[config.mk]
export PLATFORM = sky130hd
export DESIGN_NAME = q_update_engine
export DESIGN_NICKNAME = d
export VERILOG_FILES = /design/src/rtl/q_update_engine.sv
export SDC_FILE = /design/constraint.sdc
export NUM_CORES = 1
export LEC_CHECK = 0
export BUFFER_PORTS_ARGS = -buffer_cell sky130_fd_sc_hd__buf_2
export CAP_MARGIN = 20
export CORE_MARGIN = 2
export CORE_UTILIZATION = 48
export DETAILED_ROUTE_END_ITERATION = 10
export PLACE_DENSITY = 0.66
export SLEW_MARGIN = 15
export SYNTH_ARGS = -nofsm -noshare
export SYNTH_HDL_FRONTEND = slang
export SYNTH_SLANG_ARGS = --single-unit
[constraint.sdc]
create_clock -name clk -period 10.75 [get_ports clk]
set_input_delay 0.5375 -clock clk [delete_from_list [all_inputs] [get_ports clk]]
set_output_delay 0.5375 -clock clk [all_outputs]
set_load 0.01 [all_outputs]
[src/rtl/q_update_engine.sv]
// q_update_engine: spline weight update q_k += ((mu*err)>>>FRAC * basis_k)>>>FRAC on one shared multiplier.
// Q_UPDATE_SAT_EN selects clamping with a sticky sat_flag; undefined, results wrap to WIDTH.
module q_update_engine #(
    parameter int WIDTH = 16,
    parameter int Q     = 13,
    parameter int Q_ORD = 4,
    parameter int FRAC  = 12
) (
    input  logic                       clk,
    input  logic                       reset,
    input  logic                       start,
    input  logic [$clog2(Q+Q_ORD)-1:0] span_ind,
    input  logic signed [WIDTH-1:0]    err,
    input  logic signed [WIDTH-1:0]    mu,
    input  logic [Q_ORD*WIDTH-1:0]     basis_packed,
    input  logic [Q_ORD*WIDTH-1:0]     q_weight_old_packed,
    output logic [$clog2(Q+Q_ORD)-1:0] span_ind_write,
    output logic [$clog2(Q+Q_ORD)-1:0] span_ind_write_d,
    output logic [Q_ORD*WIDTH-1:0]     q_update_packed,
    output logic                       write_en,
    output logic                       busy,
    output logic                       span_err,
    output logic                       sat_flag
);
    localparam int AW = $clog2(Q+Q_ORD);
    localparam int KW = (Q_ORD > 1) ? $clog2(Q_ORD) : 1;
    localparam int PW = 2*WIDTH;
    localparam logic [AW-1:0] QMAX  = AW'(Q);
    localparam logic [KW-1:0] KLAST = KW'(Q_ORD-1);
    localparam logic signed [PW-1:0] MAXV = {{(WIDTH+1){1'b0}}, {(WIDTH-1){1'b1}}};
    localparam logic signed [PW-1:0] MINV = {{(WIDTH+1){1'b1}}, {(WIDTH-1){1'b0}}};
`ifdef Q_UPDATE_SAT_EN
    localparam logic SAT = 1'b1;
`else
    localparam logic SAT = 1'b0;
`endif
    localparam logic [1:0] IDLE = 2'd0, GAIN = 2'd1, MAC = 2'd2, WRITE = 2'd3;

    function automatic logic ovf(input logic signed [PW-1:0] x);
        return (x > MAXV) || (x < MINV);
    endfunction

    function automatic logic [WIDTH-1:0] lim(input logic signed [PW-1:0] x);
        return (SAT && x > MAXV) ? MAXV[WIDTH-1:0] : (SAT && x < MINV) ? MINV[WIDTH-1:0] : x[WIDTH-1:0];
    endfunction

    logic [1:0]              state_q, state_d;
    logic [KW-1:0]           k_q;
    logic signed [WIDTH-1:0] g_q, mu_q, err_q;
    logic [Q_ORD*WIDTH-1:0]  basis_q, acc_q, upd_q, nxt;
    logic [AW-1:0]           addr_q, wa_q;
    logic                    span_err_q, sat_q;
    logic signed [WIDTH-1:0] ma, mb, ok, term, nw;
    logic signed [PW-1:0]    sh, sum;

    // GAIN borrows the MAC multiplier for mu*err; MAC cycles use g*basis_k
    always_comb begin
        ma = (state_q == GAIN) ? mu_q : g_q;
        mb = (state_q == GAIN) ? err_q : basis_q[k_q*WIDTH +: WIDTH];
        sh = (PW'(ma) * PW'(mb)) >>> FRAC;
        term = lim(sh);
        ok = q_weight_old_packed[k_q*WIDTH +: WIDTH];
        sum = PW'(ok) + PW'(term);
        nw = lim(sum);
        nxt = acc_q;
        nxt[k_q*WIDTH +: WIDTH] = nw;
        state_d = (state_q == IDLE) ? ((start && span_ind <= QMAX) ? GAIN : IDLE) :
                  (state_q == GAIN) ? MAC :
                  (state_q == MAC)  ? ((k_q == KLAST) ? WRITE : MAC) : IDLE;
    end

    always_ff @(posedge clk or posedge reset) begin
        if (reset) begin
            state_q    <= IDLE;
            k_q        <= '0;
            g_q        <= '0;
            mu_q       <= '0;
            err_q      <= '0;
            basis_q    <= '0;
            acc_q      <= '0;
            upd_q      <= '0;
            addr_q     <= '0;
            wa_q       <= '0;
            span_err_q <= 1'b0;
            sat_q      <= 1'b0;
        end else begin
            state_q    <= state_d;
            span_err_q <= (state_q == IDLE) && start && (span_ind > QMAX);
            if (state_q == IDLE && state_d == GAIN) begin
                addr_q  <= span_ind;
                mu_q    <= mu;
                err_q   <= err;
                basis_q <= basis_packed;
                sat_q   <= 1'b0;
            end
            if (state_q == GAIN) begin
                g_q   <= term;
                k_q   <= '0;
                sat_q <= sat_q | (SAT & ovf(sh));
            end
            if (state_q == MAC) begin
                acc_q <= nxt;
                k_q   <= (k_q == KLAST) ? '0 : k_q + 1'b1;
                sat_q <= sat_q | (SAT & (ovf(sh) | ovf(sum)));
            end
            if (state_q == MAC && k_q == KLAST) begin
                upd_q <= nxt;
                wa_q  <= addr_q;
            end
        end
    end

    assign span_ind_write   = addr_q;
    assign span_ind_write_d = wa_q;
    assign q_update_packed  = upd_q;
    assign write_en         = (state_q == WRITE);
    assign busy             = (state_q != IDLE);
    assign span_err         = span_err_q;
    assign sat_flag         = sat_q;
endmodule

# Yosys cells after proc, flatten, opt, wreduce, memory -nomap -nowiden

Cells that the tools add are included.

Register bits after elaboration: 255
Output and inout bits: 78
Word-level logic and storage cells: 45

Add/sub/neg operators: 3
Multiply operators: 1
Magnitude comparators: 2
Equality and inequality tests: 5
Shift-type cells: 4
Mux-type cells: 11
Reductions and logical operators: 8

Operator list:

| kind                                                           | count |
|---|---|
| variable part select 64 x 7 -> 16 bit                          | 2 |
| bitwise mux 64 bit                                             | 1 |
| variable shift 16 x 34 -> 64 bit, first input constant         | 1 |
| variable part select 16 x 34 -> 64 bit                         | 1 |
| negation 6 -> 34 bit                                           | 1 |
| two-way mux 16 bit                                             | 2 |
| multiplier 16 x 16 -> 28 bit                                   | 1 |
| adder 16 bit                                                   | 1 |
| two-way mux 2 bit                                              | 6 |
| equality test 2 bit, second input constant                     | 3 |
| greater-than comparator 5 x 4 -> 1 bit, second input constant  | 1 |
| less-or-equal comparator 5 x 4 -> 1 bit, second input constant | 1 |
| logical AND 1 bit                                              | 5 |
| equality test 2 x 1 -> 1 bit, second input constant            | 2 |
| nonzero test 2 bit                                             | 2 |
| adder 2 x 1 -> 2 bit, second input constant                    | 1 |
| logical NOT 2 bit                                              | 1 |
| two-way mux 1 bit                                              | 2 |

# Logic depth before layout (Yosys ltp)

Gate-level depths: netlist of run 1.

Word-level depth: 7
Mapped depth: 40
Mapped depth without buffers: 37

# Worst setup path after synthesis of run 1

OpenSTA, ideal clock, no wires.

Path kind: register to register
From: register state_q[1]
To: register upd_q[31], in the netlist q_update_packed[31]
Setup time: 0.124 ns
Data arrival time: 8.993 ns
Data required time: 10.626 ns
Path slack: 1.633 ns
Cell stages (with the launch flop): 39
Path buffers: 5
Clock period less this slack: 9.117 ns
Cells stage by stage: dfrtp_1 > inv_1 > ha_1 > buf_4 > buf_6 > clkbuf_1 > buf_1 > mux2i_1 > nor2_1 > fa_1 > inv_1 > fa_1 > inv_1 > fa_1 > fa_1 > fa_1 > inv_1 > fa_1 > [3 not listed] > o21bai_1 > a21oi_1 > nand4_1 > a21oi_1 > o21ai_2 > a2111oi_1 > nor3_1 > xnor2_1 > ha_1 > clkbuf_1 > o21ai_0 > nand2b_1 > o41ai_1 > a31oi_1 > a31oi_2 > xnor2_2 > a221oi_2 > nor2_1

Longest elaborated chain between the ends: 6

RTL lines:

| item                                         | RTL line | text |
|---|---|---|
| start, declared                              | 47       | `logic [1:0] state_q, state_d;` |
| start signal, assigned                       | 87       | `state_q <= state_d;` |
| equality test 2 x 1 -> 1 bit *               | 58, 59   |  |
| two-way mux 16 bit, on equally long branches | 58, 59   |  |
| multiplier 16 x 16 -> 28 bit *               | 60       | `sh = (PW'(ma) * PW'(mb)) >>> FRAC;` |
| named net sh[12]                             | 54       | `logic signed [PW-1:0] sh, sum;` |
| adder 16 bit *                               | 63       | `sum = PW'(ok) + PW'(term);` |
| variable part select 16 x 34 -> 64 bit *     | 66       | `nxt[k_q*WIDTH +: WIDTH] = nw;` |
| bitwise mux 64 bit *                         | 66       |  |
| end signal, assigned                         | 107      | `upd_q <= nxt;` |
| end, declared                                | 50       | `logic [Q_ORD*WIDTH-1:0] basis_q, acc_q, upd_q, nxt;` |

The timed path passes the listed nets; every way through them passes the cells marked *.
A chain may end at the register's enable or synchronous reset.

# Worst setup path in the final report of run 1

From: register state_q[1]
To: register acc_q[62]

Longest elaborated chain between the ends: 6

RTL lines:

| item                                         | RTL line | text |
|---|---|---|
| equality test 2 x 1 -> 1 bit *               | 58, 59   |  |
| two-way mux 16 bit, on equally long branches | 58, 59   |  |
| multiplier 16 x 16 -> 28 bit *               | 60       |  |
| named net sh[12]                             | 54       |  |
| adder 16 bit *                               | 63       |  |
| variable part select 16 x 34 -> 64 bit *     | 66       |  |
| bitwise mux 64 bit *                         | 66       |  |
| end signal, assigned                         | 102      | `acc_q <= nxt;` |
| end, declared                                | 50       |  |

Marks and branches as above.

==> impl_metrics.yaml, run 1 <==
status:
  outcome: "completed"
synthesis:
  synth_nets: 2493
  yosys.area.top_type_share_pct: 30.89
  yosysWarnings: 0
  synthFlopType: "dfrtp_1"
  async_flop_share_pct: 100.0
  yosysTopAreaCell: "dfrtp_1"
  seq_area_frac_synth_pct: 30.89
  ys_types: 67
  avgSynthCellArea_um2: 10.34
  netlist_area_um2: 20660
  synthCells: 1997
  ys_ff_latch: 255
  synth-edff-count: 0
  synthTopCellsByArea: "dfrtp_1 (31%), fa_1 (22%), mux2_2 (6.2%)"
finish:
  fillers: 3801
  postLayoutCoreUtil_pct: 54.85
  drive_gt1_share_pct: 22.50
  area_growth_pct: 13.62
  multiInputGateArea_um2: 12770
  fin_nets: 2719
  final_cell_mix: "inv_1 (311), nor2_1 (259), dfrtp_1 (253), buf_2 (244), fa_1 (229)"
  register_area_um2: 6384
  mostFrequentLayoutCell: "inv_1"
critical_path:
  cp_slowest_cell: "a21oi_1"
  max_stage_delay_ns: 0.92
  cp-start-kind: "register"
  crit_fanout: 54
  required_ns: 11.22
  crit_arrival_ns: 10.60
  crit_top_cell: "fa_1"
  path_class: "reg2reg"
  end_kind: "register"
global_route:
  grtUsageTotal_pct: 27.69
  use_met2_pct: 43.33
  grt_pass1_vias: 16570
  met3_usage_pct: 5.400
  grt_overflow: 0
  grtUsageMet1_pct: 37.45
  grt.busiest_layer: "met2"
  grt_max_degree: 121
  grt_pass1_wl_um: 93960
  antenna_found_initial: 6
cts:
  cts_resized: 0
  numCtsBuffers: 29
  post_cts_buffers: 0
  root_buffer: "clkbuf_16"
  clock-sinks: 255
  clk_pin_slew_ns: 0.06
  cts_tree: "done"
  clk_path_buf_depth: 3
  clk_latency_ns: 0.59
  htreeDepth: 1
  ctsHoldBuffers: 0
placement:
  hpwlAfterDp_um: 46270
  port_buffers: 244
  place_ws_ns: 0.7746
  gp_congestion: 0.9530
floorplanning:
  core-area_um2: 42790
  die_y_um: 211.4
  rows: 76
  die_area_um2: 44710
  initial_core_util_pct: 48.27
  die_width_um: 211.4
  ioPinCount: 246
sta:
  maxSlewViolCount: 0
  rsz0062_at_grt: "false"
  worst_pin_slew_ns: 1.120
  fin_crit_sh_pct: 94.20
  fin_setup_tns_ns: 0
  final-setup-viol-count: 0
  layout_setup_ws_ns: 0.6234
  fmax_ghz: 0.09875
  fin_crit_ns: 10.13
  final-hold-violation-count: 0
  slew_headroom_pct: 25.35
  fin_skew_ns: 0.01415
route:
  via_per_inst: 5.683
  vias: 15870
  firstDrtPassIters: 5
  drt_iter0_drc: 1164
  wl_per_cell_um: 21.39
  drc: 0
  detail-route-antenna-nets: 0
  wl_um: 59720
worst_hold_path:
  hp-class: "in2async"
run:
  max_cap_violations: 0
-- flip-flops by register name, indices dropped and copies added, names as in the netlist --
name	cells
span_err	1
span_ind_write	5
span_ind_write_d	5
state_q	2
k_q	2
err_q	16
mu_q	16
q_update_packed	64
acc_q	64
g_q	16
basis_q	64
-- logic make-up (layout without fill, tap and decap cells) --
group	Yosys count	after routing	synth area share, %
AO/OA/AOI/OAI	243	243	8.826
XOR/XNOR	46	46	2.199
adder cells (fa/ha/maj)	328	328	28.19
buffers and inverters	401	648	7.450
flip-flops	255	255	30.89
multiplexers	165	165	10.73
other	1	3	0.01815
AND/OR/NAND/NOR	558	558	11.70
-- worst paths after layout --
| path | startpoint | end | slack, ns | depth (start not counted) |
|---|---|---|---|---|
| worst min register to register | span_ind_write_d[0] | span_ind_write_d[0] | 0.49 | 2 |
| min in group clk | mu[5] | mu_q[5] | 0.18 | 2 |
| max in group asynchronous | reset | k_q[0] | 8.26 | 4 |
| worst max-delay path | state_q[1] | acc_q[62] | 0.62 | 32 |
| worst min-delay path | reset | basis_q[35] | 0.08 | 2 |
| worst max register to register | state_q[1] | acc_q[62] | 0.62 | 32 |
-- synthesized netlist by cell type (3+ instances only) --
master	count
a211oi_1	3
a21boi_1	3
a21o_1	23
a21oi_1	41
a221oi_1	48
a221oi_2	4
a22o_1	48
a31oi_1	4
a32o_1	4
and2_1	19
and3_1	11
buf_1	12
buf_2	3
buf_6	3
clkbuf_1	66
dfrtp_1	255
fa_1	229
ha_1	99
inv_1	312
mux2_2	113
mux2i_1	17
mux2i_4	3
mux4_2	30
nand2_1	168
nand2b_1	22
nand3_1	16
nand4_1	10
nor2_1	260
nor2b_1	13
nor3_1	10
o211ai_1	5
o21ai_0	16
o21ai_1	19
o21bai_1	5
or2_2	7
or3_1	8
or4_1	7
xnor2_1	28
xnor2_2	3
xor2_1	13
-- cell type report --
cell class	count	share of cell area (%)
well taps	546	2.911
multi-input cells	1341	54.40
diodes	2	0.02132
clock inverters	15	0.6611
flip-flops and latches	255	27.20
clock buffers	37	3.348
inverters	315	5.070
repair buffers	281	6.387
-- worst max-delay path, delay by kind of cell (launching register included) --
kind / cells / cell delay, ns
xor+xnor: 1 / 0.17
buf+inv: 5 / 0.31
compound gates: 11 / 3.67
flops: 1 / 0.40
simple gates: 6 / 0.86
fa+ha+maj: 9 / 4.56
-- layer usage --
metal  up-vias  wire length [µm]
li1       6976                 -
met1      8118             24720
met2       609             27370
met3       158              4455
met4         6              3127
met5         -                42
-- metrics by stage --
stage | hold slack, ns | cells | instance area (µm²)
after CTS | 0.1415 | 2790 | 23470
final | 0.08019 | 2792 | 23470
after global placement | 0.4572 | 2737 | 22520
after floorplan | 0.4502 | 1997 | 20660
after global routing | 0.1623 | 2790 | 23470
after detailed placement | 0.4652 | 2738 | 22520
Power of run 1 is left out: the tool's default activity adds up to more than one toggle a clock period on the data nets, which glitch-free logic cannot reach.
==> inputs of run 2 (changes only) <==
--- a/config.mk
+++ b/config.mk
@@ -7,11 +7,12 @@
 export LEC_CHECK = 0
 export BUFFER_PORTS_ARGS = -buffer_cell sky130_fd_sc_hd__buf_2
 export CAP_MARGIN = 20
+export CELL_PAD_IN_SITES_DETAIL_PLACEMENT = 2
+export CELL_PAD_IN_SITES_GLOBAL_PLACEMENT = 2
 export CORE_MARGIN = 2
-export CORE_UTILIZATION = 48
+export CORE_UTILIZATION = 39
 export DETAILED_ROUTE_END_ITERATION = 10
-export PLACE_DENSITY = 0.66
-export SLEW_MARGIN = 15
+export PLACE_DENSITY = 0.8
 export SYNTH_ARGS = -nofsm -noshare
 export SYNTH_HDL_FRONTEND = slang
 export SYNTH_SLANG_ARGS = --single-unit
==> impl_metrics.yaml, run 2 (same netlist as run 1, synthesis figures left out) <==
finish:
  fillers: 5515
  drive_gt1_share_pct: 22.99
  stdcell_count: 2943
  mostFrequentLayoutCell: "inv_1"
  final_cell_mix: "inv_1 (311), nor2_1 (259), dfrtp_1 (253), buf_2 (244), fa_1 (229)"
  fin_nets: 2728
  multiInputGateArea_um2: 12770
  register_area_um2: 6384
  area_growth_pct: 15.11
global_route:
  grt_pass1_vias: 19320
  grt_overflow: 0
  grtUsageTotal_pct: 28.79
  grt_max_degree: 118
  antenna_found_initial: 4
  grt_pass1_wl_um: 118500
sta:
  layout_setup_ws_ns: 0.4899
  final-setup-viol-count: 0
  fin_crit_ns: 10.26
  maxSlewViolCount: 0
  fin_skew_ns: 0.03975
  fin_setup_tns_ns: 0
  worst_pin_slew_ns: 0.9414
  final-hold-violation-count: 0
  fin_crit_sh_pct: 95.44
  timing.hold.ws_ns: 0.06265
  slew_headroom_pct: 35.45
  fmax_ghz: 0.09747
  rsz0062_at_grt: "false"
critical_path:
  cp-start-kind: "register"
  endpoint: "q_update_packed[31]"
  cp_num_buf_inv: 6
  crit_fanout: 23
  r2r-end: "q_update_packed[31]"
  path_class: "reg2reg"
  regToRegSetupSlack_ns: 0.49
  cpLargestDelayFamily: "adder cells"
  max_stage_delay_ns: 0.56
  r2r_start: "state_q[1]"
  reg2regPathDepth: 35
  crit_top_cell: "fa_1"
  required_ns: 11.24
  critical_path_cell_count: 35
  critPathLaunch: "state_q[1]"
  end_kind: "register"
  crit_arrival_ns: 10.75
  cp_slowest_cell: "fa_1"
placement:
  dp_cells: 2888
  port_buffers: 244
  place_ws_ns: 0.4263
  hpwlAfterDp_um: 60770
  gp_congestion: 0.9008
floorplanning:
  die_width_um: 234.1
  die_y_um: 234.1
  ioPinCount: 246
  core-area_um2: 52450
  die_area_um2: 54820
  rows: 84
  initial_core_util_pct: 39.39
route:
  wl_um: 76800
  drc: 0
  vias: 16380
  drt_iter0_drc: 957
  detail-route-antenna-nets: 0
  via_per_inst: 5.565
  firstDrtPassIters: 5
  wl_per_cell_um: 26.10
worst_hold_path:
  hp-class: "in2async"
cts:
  clk_path_buf_depth: 3
  clock-sinks: 255
  cts_resized: 0
  clk_latency_ns: 0.62
  root_buffer: "clkbuf_16"
  ctsHoldBuffers: 0
  clk_pin_slew_ns: 0.06
  post_cts_buffers: 0
  cts_tree: "done"
  htreeDepth: 1
  numCtsBuffers: 30
status:
  outcome: "completed"
run:
  max_cap_violations: 0
[run 2: worst min-delay path by stage]
stage	from	endpoint	slack [ns]	cells past startpoint
after floorplan	acc_q[17]	acc_q[17]	0.45	2
after global placement	span_ind_write_d[4]	span_ind_write_d[4]	0.46	2
after detailed placement	span_ind_write_d[2]	span_ind_write_d[2]	0.47	2
after CTS	reset	basis_q[14]	0.13	2
after global routing	basis_packed[0]	basis_q[0]	0.14	2
final	reset	basis_q[14]	0.06	2
[run 2: worst reg2reg max path: cells and delay by family (launching register included)]
family,cells,cell delay [ns]
AOI/OAI and AO/OA,11,2.84
DFF,1,0.40
xor gates and xnor gates,2,0.43
buffers and inverters,6,0.69
adders and majority gates,9,4.43
and+or+nand+nor,7,1.33
[run 2: per-layer routing]
layer	global-route usage (%)	up-vias	share of wire (%)
met1	36.83	8792	41
li1	-	6972	-
met2	49.47	469	50
met3	4.232	139	5.0
met4	10.64	6	3.9
met5	0	-	0.044
[run 2: area by class of cell]
cell class                 instances  share of cell area [%]
multi-input combinational       1341                   53.71
antenna                            2                 0.02105
clock inverter                    13                  0.6157
clock buffer                      40                   3.568
inverter                         315                   5.004
sequential                       255                   26.85
tap                              688                   3.620
timing repair buffer             289                   6.609
[run 2: stage by stage]
step / area, µm² / util (%)
floorplan: 20660 / -
global placement: 22770 / 43.41
detailed placement: 22770 / 43.41
CTS: 23760 / 45.30
global route: 23780 / 45.33
finish: 23780 / 45.34
Power of run 2 is left out for the same reason.
==> inputs of run 3 (changes only) <==
--- a/config.mk
+++ b/config.mk
@@ -6,13 +6,15 @@
 export NUM_CORES = 1
 export LEC_CHECK = 0
 export BUFFER_PORTS_ARGS = -buffer_cell sky130_fd_sc_hd__buf_2
-export CAP_MARGIN = 20
+export CAP_MARGIN = 40
 export CELL_PAD_IN_SITES_DETAIL_PLACEMENT = 2
 export CELL_PAD_IN_SITES_GLOBAL_PLACEMENT = 2
 export CORE_MARGIN = 2
 export CORE_UTILIZATION = 39
 export DETAILED_ROUTE_END_ITERATION = 10
 export PLACE_DENSITY = 0.8
+export REMOVE_ABC_BUFFERS = 1
+export SLEW_MARGIN = 20
 export SYNTH_ARGS = -nofsm -noshare
 export SYNTH_HDL_FRONTEND = slang
 export SYNTH_SLANG_ARGS = --single-unit
==> impl_metrics.yaml, run 3 (same netlist as run 1, synthesis figures left out) <==
cts:
  clk_pin_slew_ns: 0.07
  clk_latency_ns: 0.61
  numCtsBuffers: 31
  clk_path_buf_depth: 3
  clock-sinks: 255
  cts_tree: "done"
  htreeDepth: 1
  root_buffer: "clkbuf_16"
global_route:
  antenna_found_initial: 10
  grt_pass1_vias: 19350
  grt_pass1_wl_um: 121400
  grtUsageTotal_pct: 29.93
  grt_max_degree: 111
  grt_overflow: 0
finish:
  mostFrequentLayoutCell: "inv_1"
  drive_gt1_share_pct: 23.01
  stdcell_count: 2953
  final_cell_mix: "inv_1 (311), nor2_1 (259), dfrtp_1 (253), buf_2 (245), fa_1 (229)"
  area_growth_pct: 16.14
  fin_nets: 2728
  fillers: 5505
  postLayoutCoreUtil_pct: 45.74
sta:
  fin_crit_ns: 10.42
  fmax_ghz: 0.09595
  final-setup-viol-count: 0
  slew_headroom_pct: 37.54
  fin_crit_sh_pct: 96.95
  final-hold-violation-count: 0
  maxSlewViolCount: 0
  fin_skew_ns: 0.05257
  worst_pin_slew_ns: 0.9108
critical_path:
  critPathLaunch: "state_q[1]"
  end_kind: "register"
  path_class: "reg2reg"
  max_stage_delay_ns: 0.57
  cp_slowest_cell: "fa_1"
  required_ns: 11.19
  crit_fanout: 30
  crit_arrival_ns: 10.86
  regToRegSetupSlack_ns: 0.33
  r2r_start: "state_q[1]"
  cp-start-kind: "register"
  reg2regPathDepth: 35
floorplanning:
  ioPinCount: 246
  core-area_um2: 52450
  die_y_um: 234.1
  die_width_um: 234.1
  rows: 84
  initial_core_util_pct: 39.39
  die_area_um2: 54820
route:
  vias: 16630
  firstDrtPassIters: 5
  wl_per_cell_um: 27.64
  wl_um: 81630
  drc: 0
  detail-route-antenna-nets: 0
  top_layer: "met5"
  wl_met2_um: 41890
  via_per_inst: 5.631
  wl_met3_um: 4261
  drt_iter0_drc: 972
  wl_met1_um: 32130
placement:
  gp_congestion: 0.8952
  port_buffers: 244
  hpwlAfterDp_um: 59980
  dp_cells: 2883
worst_hold_path:
  holdPathStages: 2
  hp-class: "in2reg"
  hold_start: "mu[6]"
run:
  max_cap_violations: 0
status:
  outcome: "completed"
run 3: changes by cell type in the layout (fill, tap and decap cells not counted), moves of 3 or more:
cell       change
diode_2        +7
inv_6          +3
buf_16         +3
buf_4          -8
bufinv_16      +3
clkinv_2       -3
run 3: layout make-up:
class	count	area (µm²)	share of cell area, %
diodes	9	22.52	0.09388
flip-flops and latches	255	6384	26.61
well taps	688	860.8	3.588
inverters	315	1190	4.960
repair buffers	288	1649	6.874
multi-input cells	1341	12780	53.27
clock buffers	42	877.1	3.656
clock inverters	15	226.5	0.9440
run 3: path summary, 6_finish.rpt:
check / endpoint
setup / recovery: q_update_packed[47]
hold / removal: mu_q[6]
setup reg to reg: q_update_packed[47]
hold reg to reg: span_ind_write_d[0]
max in group asynchronous: acc_q[16]
min in group asynchronous: span_ind_write_d[3]
run 3: worst max-delay path, delay by kind of cell (launching register included):
family	cells	cell delay [ns]
adders and majority gates	9	4.51
muxes	1	0.55
buffers and inverters	8	1.31
and+or+nand+nor	5	0.62
AOI/OAI and AO/OA	10	2.35
xor gates and xnor gates	2	0.43
DFF	1	0.42
run 3: what timing repair did:
| action | CTS | global route |
|---|---|---|
| hold buffers | 0 | 1 |
| setup endpoints to repair | 0 | 32 |
| endpoints found under the hold margin | 0 | 36 |
| resized for setup | 0 | 3 |
| buffers inserted | 0 | 1 |
run 3: per-stage QoR:
stage / hold slack (ns) / setup WS (ns) / TNS (ns) / area (µm²)
CTS: 0.1138 / 0.2406 / 0 / 23880
global placement: 0.4579 / 0.6967 / 0 / 22660
finish: 0.1606 / 0.3280 / 0 / 23990
global route: 0.1483 / -0.04513 / -0.05746 / 23990
floorplan: 0.4502 / 0.7102 / 0 / 20300
detailed placement: 0.4703 / 0.4252 / 0 / 22780
run 3: layer usage:
layer,track usage [%],vias up
li1,-,6985
met3,4.669,191
met2,52.59,542
met1,36.80,8903
met4,11.85,8
met5,0,-
Power of run 3 is left out for the same reason.
